### config.mk
export PLATFORM = sky130hd
export DESIGN_NAME = seq_divider_flat
export DESIGN_NICKNAME = d
export VERILOG_FILES = /design/src/rtl/seq_divider_if.sv /design/src/rtl/seq_divider.sv /design/src/flat_wrapper.sv
export SDC_FILE = /design/constraint.sdc
export NUM_CORES = 1
export LEC_CHECK = 0
export CORE_AREA = 2 2 214 174
export DETAILED_ROUTE_END_ITERATION = 8
export DIE_AREA = 0 0 216 176
export GPL_TIMING_DRIVEN = 0
export PLACE_DENSITY = 0.45
export SYNTH_ARGS = -nofsm -noshare
export SYNTH_HDL_FRONTEND = slang
export SYNTH_SLANG_ARGS = --single-unit
### constraint.sdc
create_clock -name clock -period 5.7 [get_ports clock]
set_input_delay 1.425 -clock clock [delete_from_list [all_inputs] [get_ports clock]]
set_output_delay 1.425 -clock clock [all_outputs]
set_load 0.05 [all_outputs]
### src/rtl/seq_divider_if.sv
// Handshake and operand/result bundle between the control unit and the sequential divider.
// The master side starts an operation; the slave side (the divider) returns HI/LO and status.
interface seq_divider_if #(
    parameter int WIDTH = 32
);
    logic                    start;
    logic signed [WIDTH-1:0] dividend;
    logic signed [WIDTH-1:0] divisor;
    logic signed [WIDTH-1:0] hi;
    logic signed [WIDTH-1:0] lo;
    logic                    busy;
    logic                    done;
    logic                    div_zero;

    modport master (
        output start, dividend, divisor,
        input  hi, lo, busy, done, div_zero
    );

    modport slave (
        input  start, dividend, divisor,
        output hi, lo, busy, done, div_zero
    );
endinterface

### src/rtl/seq_divider.sv
// Multi-cycle signed restoring divider for MIPS DIV: quotient to LO, remainder to HI.
// Truncates toward zero; the remainder carries the dividend's sign.
module seq_divider #(
    parameter int WIDTH = 32
) (
    input logic          clock,
    input logic          reset,
    seq_divider_if.slave bus
);
    localparam int CNT_W = $clog2(WIDTH + 1);

    typedef enum logic [1:0] {IDLE, CALC, FIN, ZERO} state_t;

    state_t state, state_next;

    logic [WIDTH-1:0] rem;
    logic [WIDTH-1:0] quo;
    logic [WIDTH-1:0] dvs;
    logic [CNT_W-1:0] cnt;
    logic             sign_q;
    logic             sign_r;

    logic [WIDTH:0]   shifted;
    logic [WIDTH-1:0] diff;
    logic             fits;

    function automatic logic [WIDTH-1:0] magnitude(input logic signed [WIDTH-1:0] v);
        return v[WIDTH-1] ? $unsigned(-v) : $unsigned(v);
    endfunction

    function automatic logic signed [WIDTH-1:0] apply_sign(input logic [WIDTH-1:0] m,
                                                           input logic neg);
        return neg ? -$signed(m) : $signed(m);
    endfunction

    // The remainder is always below |divisor| <= 2^(WIDTH-1), so only the shifted
    // compare needs WIDTH+1 bits; the difference itself fits in WIDTH bits.
    always_comb begin
        shifted = {rem, quo[WIDTH-1]};
        fits    = (shifted >= {1'b0, dvs});
        diff    = shifted[WIDTH-1:0] - dvs;
    end

    always_ff @(posedge clock) begin
        if (reset) state <= IDLE;
        else       state <= state_next;
    end

    always_comb begin
        state_next = state;
        case (state)
            IDLE: begin
                if (bus.start) state_next = (bus.divisor == '0) ? ZERO : CALC;
            end
            CALC: begin
                if (cnt == '0) state_next = FIN;
            end
            FIN:     state_next = IDLE;
            ZERO:    state_next = IDLE;
            default: state_next = IDLE;
        endcase
    end

    always_ff @(posedge clock) begin
        if (reset) begin
            rem    <= '0;
            quo    <= '0;
            dvs    <= '0;
            cnt    <= '0;
            sign_q <= 1'b0;
            sign_r <= 1'b0;
            bus.hi <= '0;
            bus.lo <= '0;
        end else begin
            case (state)
                IDLE: begin
                    if (bus.start && bus.divisor != '0) begin
                        quo    <= magnitude(bus.dividend);
                        dvs    <= magnitude(bus.divisor);
                        rem    <= '0;
                        cnt    <= CNT_W'(WIDTH);
                        sign_q <= bus.dividend[WIDTH-1] ^ bus.divisor[WIDTH-1];
                        sign_r <= bus.dividend[WIDTH-1];
                    end
                end
                CALC: begin
                    if (cnt != '0) begin
                        rem <= fits ? diff : shifted[WIDTH-1:0];
                        quo <= {quo[WIDTH-2:0], fits};
                        cnt <= cnt - 1'b1;
                    end else begin
                        bus.lo <= apply_sign(quo, sign_q);
                        bus.hi <= apply_sign(rem, sign_r);
                    end
                end
                default: ;
            endcase
        end
    end

    // Status flags decode straight from the state register, so they are glitch-free pulses.
    assign bus.busy     = (state == CALC);
    assign bus.done     = (state == FIN) || (state == ZERO);
    assign bus.div_zero = (state == ZERO);
endmodule

### src/flat_wrapper.sv
// flat-port wrapper written by rule: the top's interface ports become plain ports
module seq_divider_flat 
#(
    parameter int WIDTH = 32
)
  (clock, reset, bus_start, bus_dividend, bus_divisor, bus_hi, bus_lo, bus_busy, bus_done, bus_div_zero);
  seq_divider_if #(.WIDTH(WIDTH)) bus_i ();
  input logic clock;
  input logic reset;
  input wire logic [$bits(bus_i.start)-1:0] bus_start;
  input wire logic [$bits(bus_i.dividend)-1:0] bus_dividend;
  input wire logic [$bits(bus_i.divisor)-1:0] bus_divisor;
  output wire logic [$bits(bus_i.hi)-1:0] bus_hi;
  output wire logic [$bits(bus_i.lo)-1:0] bus_lo;
  output wire logic [$bits(bus_i.busy)-1:0] bus_busy;
  output wire logic [$bits(bus_i.done)-1:0] bus_done;
  output wire logic [$bits(bus_i.div_zero)-1:0] bus_div_zero;
  assign bus_i.start = bus_start;
  assign bus_i.dividend = bus_dividend;
  assign bus_i.divisor = bus_divisor;
  assign bus_hi = bus_i.hi;
  assign bus_lo = bus_i.lo;
  assign bus_busy = bus_i.busy;
  assign bus_done = bus_i.done;
  assign bus_div_zero = bus_i.div_zero;
  seq_divider #(.WIDTH(WIDTH)) u_core (.clock(clock), .reset(reset), .bus(bus_i));
endmodule
==> impl_results.md <==
- Die ar.: 0.0380 mm^2
- Total clock buffers created by CTS: 17
- Via-to-Cell Ratio: 5.14
- Synthesized Nets: 1,475
- Cell taking the most area after synthesis: sky130_fd_sc_hd__dfxtp_1
- Depth of the worst register-to-register path: 12
- Type of origin of the critical path: input pin
- Buffers on Ports: 130
- I/O pin count: 134
- Initial core utilization: 29.7%
- Post-CTS Setup Inserts: 0
- Main combinational cell family by area after synthesis: compound AO/OA/AOI/OAI gates
- Primary FF master, synth: sky130_fd_sc_hd__dfxtp_1
- Global placement routability congestion: 0.878
- PnR Total Power: 3890 uW
- Seq/Total Area, Yosys: 32.1%
- Hold slack: 0.457 ns
- First-pass GRT wire length: 57.2 mm
- Signed area change from the synthesized netlist to the final layout: 22.9%
- Hold_buf cts: 0
- R2R setup slack: 1.79 ns
- Clock-pin slew on the worst setup and hold paths: 0.07 ns
- Die width: 216 um
- Max H-tree Level: 4
- Final instance count without filler cells: 2,012
- Cell row count: 62
- Core region area: 0.0357 mm^2
- GRT Total Usage: 19.4%
- Grt total ovfl: 0
- Synthesized area: 0.0106 mm^2
- Placed cell count: 1,980
- Die height: 176 um
- Pleak: 0.00475 uW
- Classification of the worst-slack hold path: reg -> reg
- Reg-to-reg endpoint: u_core.rem[15]$_SDFFE_PP0P_
- Clock tree buffer depth: 2
- Worst Path Required: 6.08 ns
- Number of iterations in the first detailed-routing pass: 5
- Clock Sinks: 170
- Result of the run: completed
- Leading post-synthesis cells by cell area: sky130_fd_sc_hd__dfxtp_1 32%, sky130_fd_sc_hd__xor2_1 8.7%, sky130_fd_sc_hd__nand2_1 6.7%, sky130_fd_sc_hd__a211oi_1 6.5%, sky130_fd_sc_hd__nor2_1 4.7%
- Dpl hpwl: 29.2 mm
- Most used standard cells in the synthesized netlist: 190 x sky130_fd_sc_hd__nand2_1, 170 x sky130_fd_sc_hd__dfxtp_1, 134 x sky130_fd_sc_hd__nor2_1
- M1 WL: 19.7 mm
- Max-capacitance violation count: 0
- Max-Slew Margin vs Limit: 38.4%
- Yosys warnings: 0
- Post-synthesis sequential element count: 170
- Iteration-0 DRC count of the detailed router: 619
- Post-cts sizing count: 0
- Capturing element of the worst setup path: u_core.rem[14]$_SDFFE_PP0P_
- Number of antenna violations at the first check in global routing: 0
- Max Fclk: 0.195 GHz
- Clock Root Buffer: sky130_fd_sc_hd__clkbuf_16
- Antenna Nets Post-Route: 0
- Uppermost signal routing layer after detailed routing: met4
- Cell with the most instances after synthesis: sky130_fd_sc_hd__nand2_1
- Via count: 10,336
- Power density normalized to cell area: 298 mW/mm^2
- Mapped Avg Cell Area: 7.74 um^2
- WL per Instance: 18.2 um
- Share of post-route cells with drive strength above 1: 3.07%
- Number of distinct library cell variants in the gate-level netlist after synthesis: 58
- Number of synthesized flops with an enable pin: 0
- TritonCTS clock tree: done
- Final period demand of the worst path: 5.14 ns
- Fin nets: 1,624
- Kind of capture point of the worst setup path: register
- IR Drop Worst-Case VDD: 199 uV
- DRC errors left: 0
- Clk_skew: 0.0110 ns
- Number of fill cells: 3,840
- Critical path launch point: bus_divisor[4]
- Synth Area in Compound Gates: 25.3%
- Proportion of synthesized flip-flops having asynchronous set or reset: 0%
- Proportion of synthesized area in mux cells: 1.53%
- Area fraction of the dominant cell type after synthesis: 32.1%
- Hold Fails Final Rpt: 0
- Later-pin clock latency in the skew report: 0.45 ns
- XOR/XNOR share of the synthesized area: 11.9%
- Vias in the first global route: 9,755
- Type of the worst setup path: in -> reg
- Setup repair after global routing missed its margin: false
- Crit share post-route: 90.1%
- Routed length on met2: 14.8 mm
- Slew at the pin with the worst max-slew slack: 0.924 ns
- Fraction of the mapped netlist area in simple logic gates: 20.0%
- Number of standard cells after synthesis: 1,370
- Adder-cell share of the synthesized area: 4.55%
- Wire length reported by the detailed router: 36.7 mm
- Worst r2r src: u_core.rem[7]$_SDFFE_PP0P_
- Met3 WL: 1.80 mm
- Number of max-slew violations in the final report: 0
- Maximum number of pins on one net before global-route repair: 17
- Critical Path Fanout Max: 10
- Count of final setup violators: 0
- CP arrival: 5.52 ns
[cell families (layout without fill, tap and decap cells)]
group / count (synthesis) / in the layout
compound gates: 404 / 404
xor+xnor: 144 / 144
buf+inv: 133 / 294
flops: 170 / 170
simple gates: 465 / 465
other cells: 0 / 1
mux: 16 / 16
fa+ha+maj: 38 / 38
[metrics by stage]
step           setup WS, ns  cell area [um^2]  util (%)  setup TNS, ns
6_report              0.564             13000      36.5              0
5_1_grt               0.112             13000      36.5              0
2_1_floorplan          1.77             10600         -              0
3_5_place_dp        -0.0730             12500      35.1         -0.598
4_1_cts               0.408             13000      36.5              0
3_3_place_gp        -0.0298             12500      35.1         -0.220
[cell type report]
| cell class | count | area (um^2) | area share, % |
|---|---|---|---|
| Multi-Input combinational cell | 1067 | 6710 | 51.4 |
| Sequential cell | 170 | 3400 | 26.1 |
| Timing Repair Buffer | 130 | 1300 | 9.98 |
| Tap cell | 480 | 601 | 4.61 |
| Clock buffer | 25 | 485 | 3.72 |
| Buffer | 84 | 317 | 2.43 |
| Inverter | 49 | 184 | 1.41 |
| Clock inverter | 6 | 41.3 | 0.317 |
| Antenna cell | 1 | 2.50 | 0.0192 |
[power breakdown]
group          switching (uW)  internal [uW]
combinational             903            468
sequential                109           1320
clock                     494            588
[registers in the layout, summed over array words and instances (netlist names)]
name	count
u_core.quo	32
u_core.dvs	32
u_core.bus.hi	32
u_core.sign_r	1
u_core.cnt	6
u_core.bus.lo	32
u_core.rem	32
u_core.state	2
u_core.sign_q	1
[worst min-delay path by stage]
stage | startpoint | end | cells past startpoint
4_1_cts | u_core.bus.lo[22]$_SDFFE_PP0P_ | u_core.bus.lo[22]$_SDFFE_PP0P_ | 2
5_1_grt | u_core.bus.lo[24]$_SDFFE_PP0P_ | u_core.bus.lo[24]$_SDFFE_PP0P_ | 2
3_5_place_dp | u_core.bus.lo[22]$_SDFFE_PP0P_ | u_core.bus.lo[22]$_SDFFE_PP0P_ | 2
6_report | u_core.bus.lo[22]$_SDFFE_PP0P_ | u_core.bus.lo[22]$_SDFFE_PP0P_ | 2
3_3_place_gp | u_core.bus.lo[20]$_SDFFE_PP0P_ | u_core.bus.lo[20]$_SDFFE_PP0P_ | 2
2_1_floorplan | u_core.dvs[0]$_SDFFE_PP0P_ | u_core.dvs[0]$_SDFFE_PP0P_ | 2
[per-layer routing]
layer / vias to the layer above / GRT usage, %
met2: 211 / 27.6
met4: 0 / 4.57
met3: 25 / 3.63
li1: 5214 / -
met5: - / 0
met1: 4886 / 29.7
[layout by cell type (no fill, tap or decap), drive strengths merged, types with 9 or more instances in the layout]
cell           netlist  layout
or4                 18      18
o31ai               37      37
nor2               134     134
nand2              190     190
ha                  37      37
clkbuf              77     102
a21oi               84      84
nand2b               9       9
nor3                12      12
xor2               105     105
nand4                9       9
a21o                10      10
nor4                13      13
mux2i               14      14
o41ai               16      16
xnor2               39      39
o211ai              39      39
or3                 28      28
clkdlybuf4s50        0     130
inv                 49      49
o21ai               89      89
nand3               20      20
a211oi              92      92
dfxtp              170     170
[critical path, cell delays in order]
cell and delay, ns:
sky130_fd_sc_hd__clkdlybuf4s50_1 0.46, sky130_fd_sc_hd__nor4_1 0.59, sky130_fd_sc_hd__nand4_1 0.29, sky130_fd_sc_hd__nand2b_1 0.28, sky130_fd_sc_hd__or3_1 0.33, sky130_fd_sc_hd__clkbuf_1 0.17, sky130_fd_sc_hd__o21bai_1 0.44, sky130_fd_sc_hd__nand2_1 0.35
sky130_fd_sc_hd__nor2_1 0.42, sky130_fd_sc_hd__clkbuf_1 0.51, sky130_fd_sc_hd__nand2_1 0.13, sky130_fd_sc_hd__o21ai_0 0.09
Note: power is estimated with default switching activity, not from simulation.
==> RTL edit: new RTL, config.mk and constraints unchanged <==
The 4 states of `state_t` get a one-hot encoding in 4 bits.
--- a/src/rtl/seq_divider.sv
+++ b/src/rtl/seq_divider.sv
@@ -9,7 +9,7 @@
 );
     localparam int CNT_W = $clog2(WIDTH + 1);
 
-    typedef enum logic [1:0] {IDLE, CALC, FIN, ZERO} state_t;
+    typedef enum logic [3:0] {IDLE = 4'b0001, CALC = 4'b0010, FIN = 4'b0100, ZERO = 4'b1000} state_t;
 
     state_t state, state_next;
 
Function: no difference found for any inputs over 10 cycles, from zero or initial values and one cycle with reset high; not proved beyond that.
==> RTL edit against the unedited design <==
First-iteration DRC count up 18%; final area rose by 1.5%; total power is 16% lower; global-route usage grew 0.43 points; die area stayed put; sequential cell count increased by 2; synthesized area rose by 0.88%; worst hold slack worse by 0.0076 ns; clock power is 15% higher; setup slack gained 0.34 ns; critical path type unchanged; sequential share of layout area fell by 0.095 points; wire length up 2.8%.
==> RTL edit: results (changes against the unedited design) <==
result of the run=finished clean; overall routed net length=37.7 mm (+2.8%); number of nets at the end of the flow=1639 (+0.92%); launching instance or port of the critical path=bus_divisor[8]; register-to-register path setup slack=1.38 ns (-0.41 ns); fill cell total of the finished layout=3804 (-0.94%); worst r2r dst=u_core.rem[30]; biggest cell delay along the critical path=0.61 ns (+0.02 ns); multi-input combinational cell area=6710 sq um (about the same); net count after synthesis=1487 (+0.81%); area fraction of clock buffers and clock inverters=4.59% (+0.55 points); cell with the largest stage delay on the worst path=or4_1; launch instance of the worst min-delay path=u_core.bus.lo[21]; total number of sequential cells=172 (+1.2%); total global routing track utilization=19.8% (+0.43 points); number of distinct library cells after synthesis=67 (+16%); capture point of the worst path=u_core.rem[26]; WHS Endpoint=u_core.bus.lo[21]; non-clk buf share=12.8% (+0.36 points); pre-CTS setup slack=0.473 ns (+0.546 ns); count of clock-net buffers in the final layout=20 (-20%); arrival time of data at the critical path endpoint=5.17 ns (-0.35 ns); fraction of the yosys area taken by sequential cells=32.2% (+0.093 points); DR iter-0 viols=733 (+18%); number of port buffers=133 (+2.3%); global-route wire length before repair=58.2 mm (+1.7%); portion of netlist area occupied by mux cells=0.468% (-1.1 points); fraction of the mapped netlist area in adder cells=4.63% (+0.077 points); synth cell count leaders=dfxtp_1 (172), nand2_1 (162), nor2_1 (137); compound-gate portion of the synthesized area=23.6% (-1.6 points); share of the synthesized netlist area taken by xor and xnor gates=11.9% (-0.022 points); buffer count excluding the clock tree in the final layout=219 (+2.3%); crit path setup slack, layout=0.908 ns (+0.345 ns); Static Leak=4.92 nW (+3.6%); non-clock inverter total of the final layout=51 (+4.1%); fraction of layout instances using a drive strength above 1=3.82% (+0.75 points); total vias in the final route=10300 (-0.19%); kind of path behind the tightest hold check=register to register; total half-perimeter wirelength after legalization and detailed placement=30.3 mm (+3.9%); cell types occupying the most area after synthesis=dfxtp_1 (32%), xor2_1 (7.8%), a211oi_1 (6.2%); Area after DPL=12600 sq um (+0.99%); gpl congestion=0.883 (+0.59%); tightest slew margin relative to the limit=39.9% (+1.5 points); worst voltage drop across the vdd grid=180 uV (-9.6%); post-route clock skew=0.0169 ns (+0.00584 ns); proportion of cell area occupied by registers=26.0% (-0.095 points); cell count of the worst reg-to-reg path=14 (+2); vias in the first global route=9764 (+0.092%); antenna fix cells=0 (-1); multi-input logic cell count=1072 (+0.47%); mean instance size in the synthesized netlist=7.75 sq um (about the same)
-- RTL edit: cell count changes after synthesis, moves of 11 or more --
cell / before / now
xnor2_1: 39 / 50
nand3_1: 20 / 69
o211ai_1: 39 / 22
nand2_1: 190 / 162
o21ai_0: 85 / 62
-- RTL edit: power breakdown --
part           leakage [nW]  switching, mW  internal [mW]  total [mW]
Combinational          3.23          0.438          0.276       0.713
Sequential             1.40         0.0588           1.26        1.32
Clock                 0.292          0.529          0.707        1.24
-- RTL edit: metrics by stage --
stage	std cells	util (%)	hold slack [ns]	total power, mW
after CTS	2026	37.1	0.452	3.29
final	2026	37.1	0.449	3.27
after global routing	2026	37.1	0.472	3.42
after global placement	1994	35.4	0.442	2.05
after floorplan	1381	-	0.441	1.80
after detailed placement	1994	35.4	0.445	2.05
-- RTL edit: cell families (layout without fill, tap and decap cells) --
| kind of cell | after synthesis | after routing |
|---|---|---|
| AO/OA/AOI/OAI | 379 | 379 |
| adder cells (fa/ha/maj) | 39 | 39 |
| multiplexers | 5 | 5 |
| buffers and inverters | 137 | 302 |
| flip-flops | 172 | 172 |
| AND/OR/NAND/NOR | 504 | 504 |
| XOR/XNOR | 145 | 145 |
-- RTL edit: per-layer routing --
metal / routed length [microns] / track usage, % / vias to the layer above / share of wire, %
li1: - / - / 5265 / -
met2: 14400 / 26.9 / 221 / 38
met5: 0 / 0 / - / 0
met1: 21300 / 32.4 / 4810 / 56
met3: 1710 / 2.48 / 20 / 4.5
met4: 330 / 3.97 / 0 / 0.88
-- RTL edit: tightest hold or removal path, cell delays in order (launching register included) --
cell and delay (ns):
dfxtp_1 0.31, nand2_1 0.05, a21oi_1 0.05
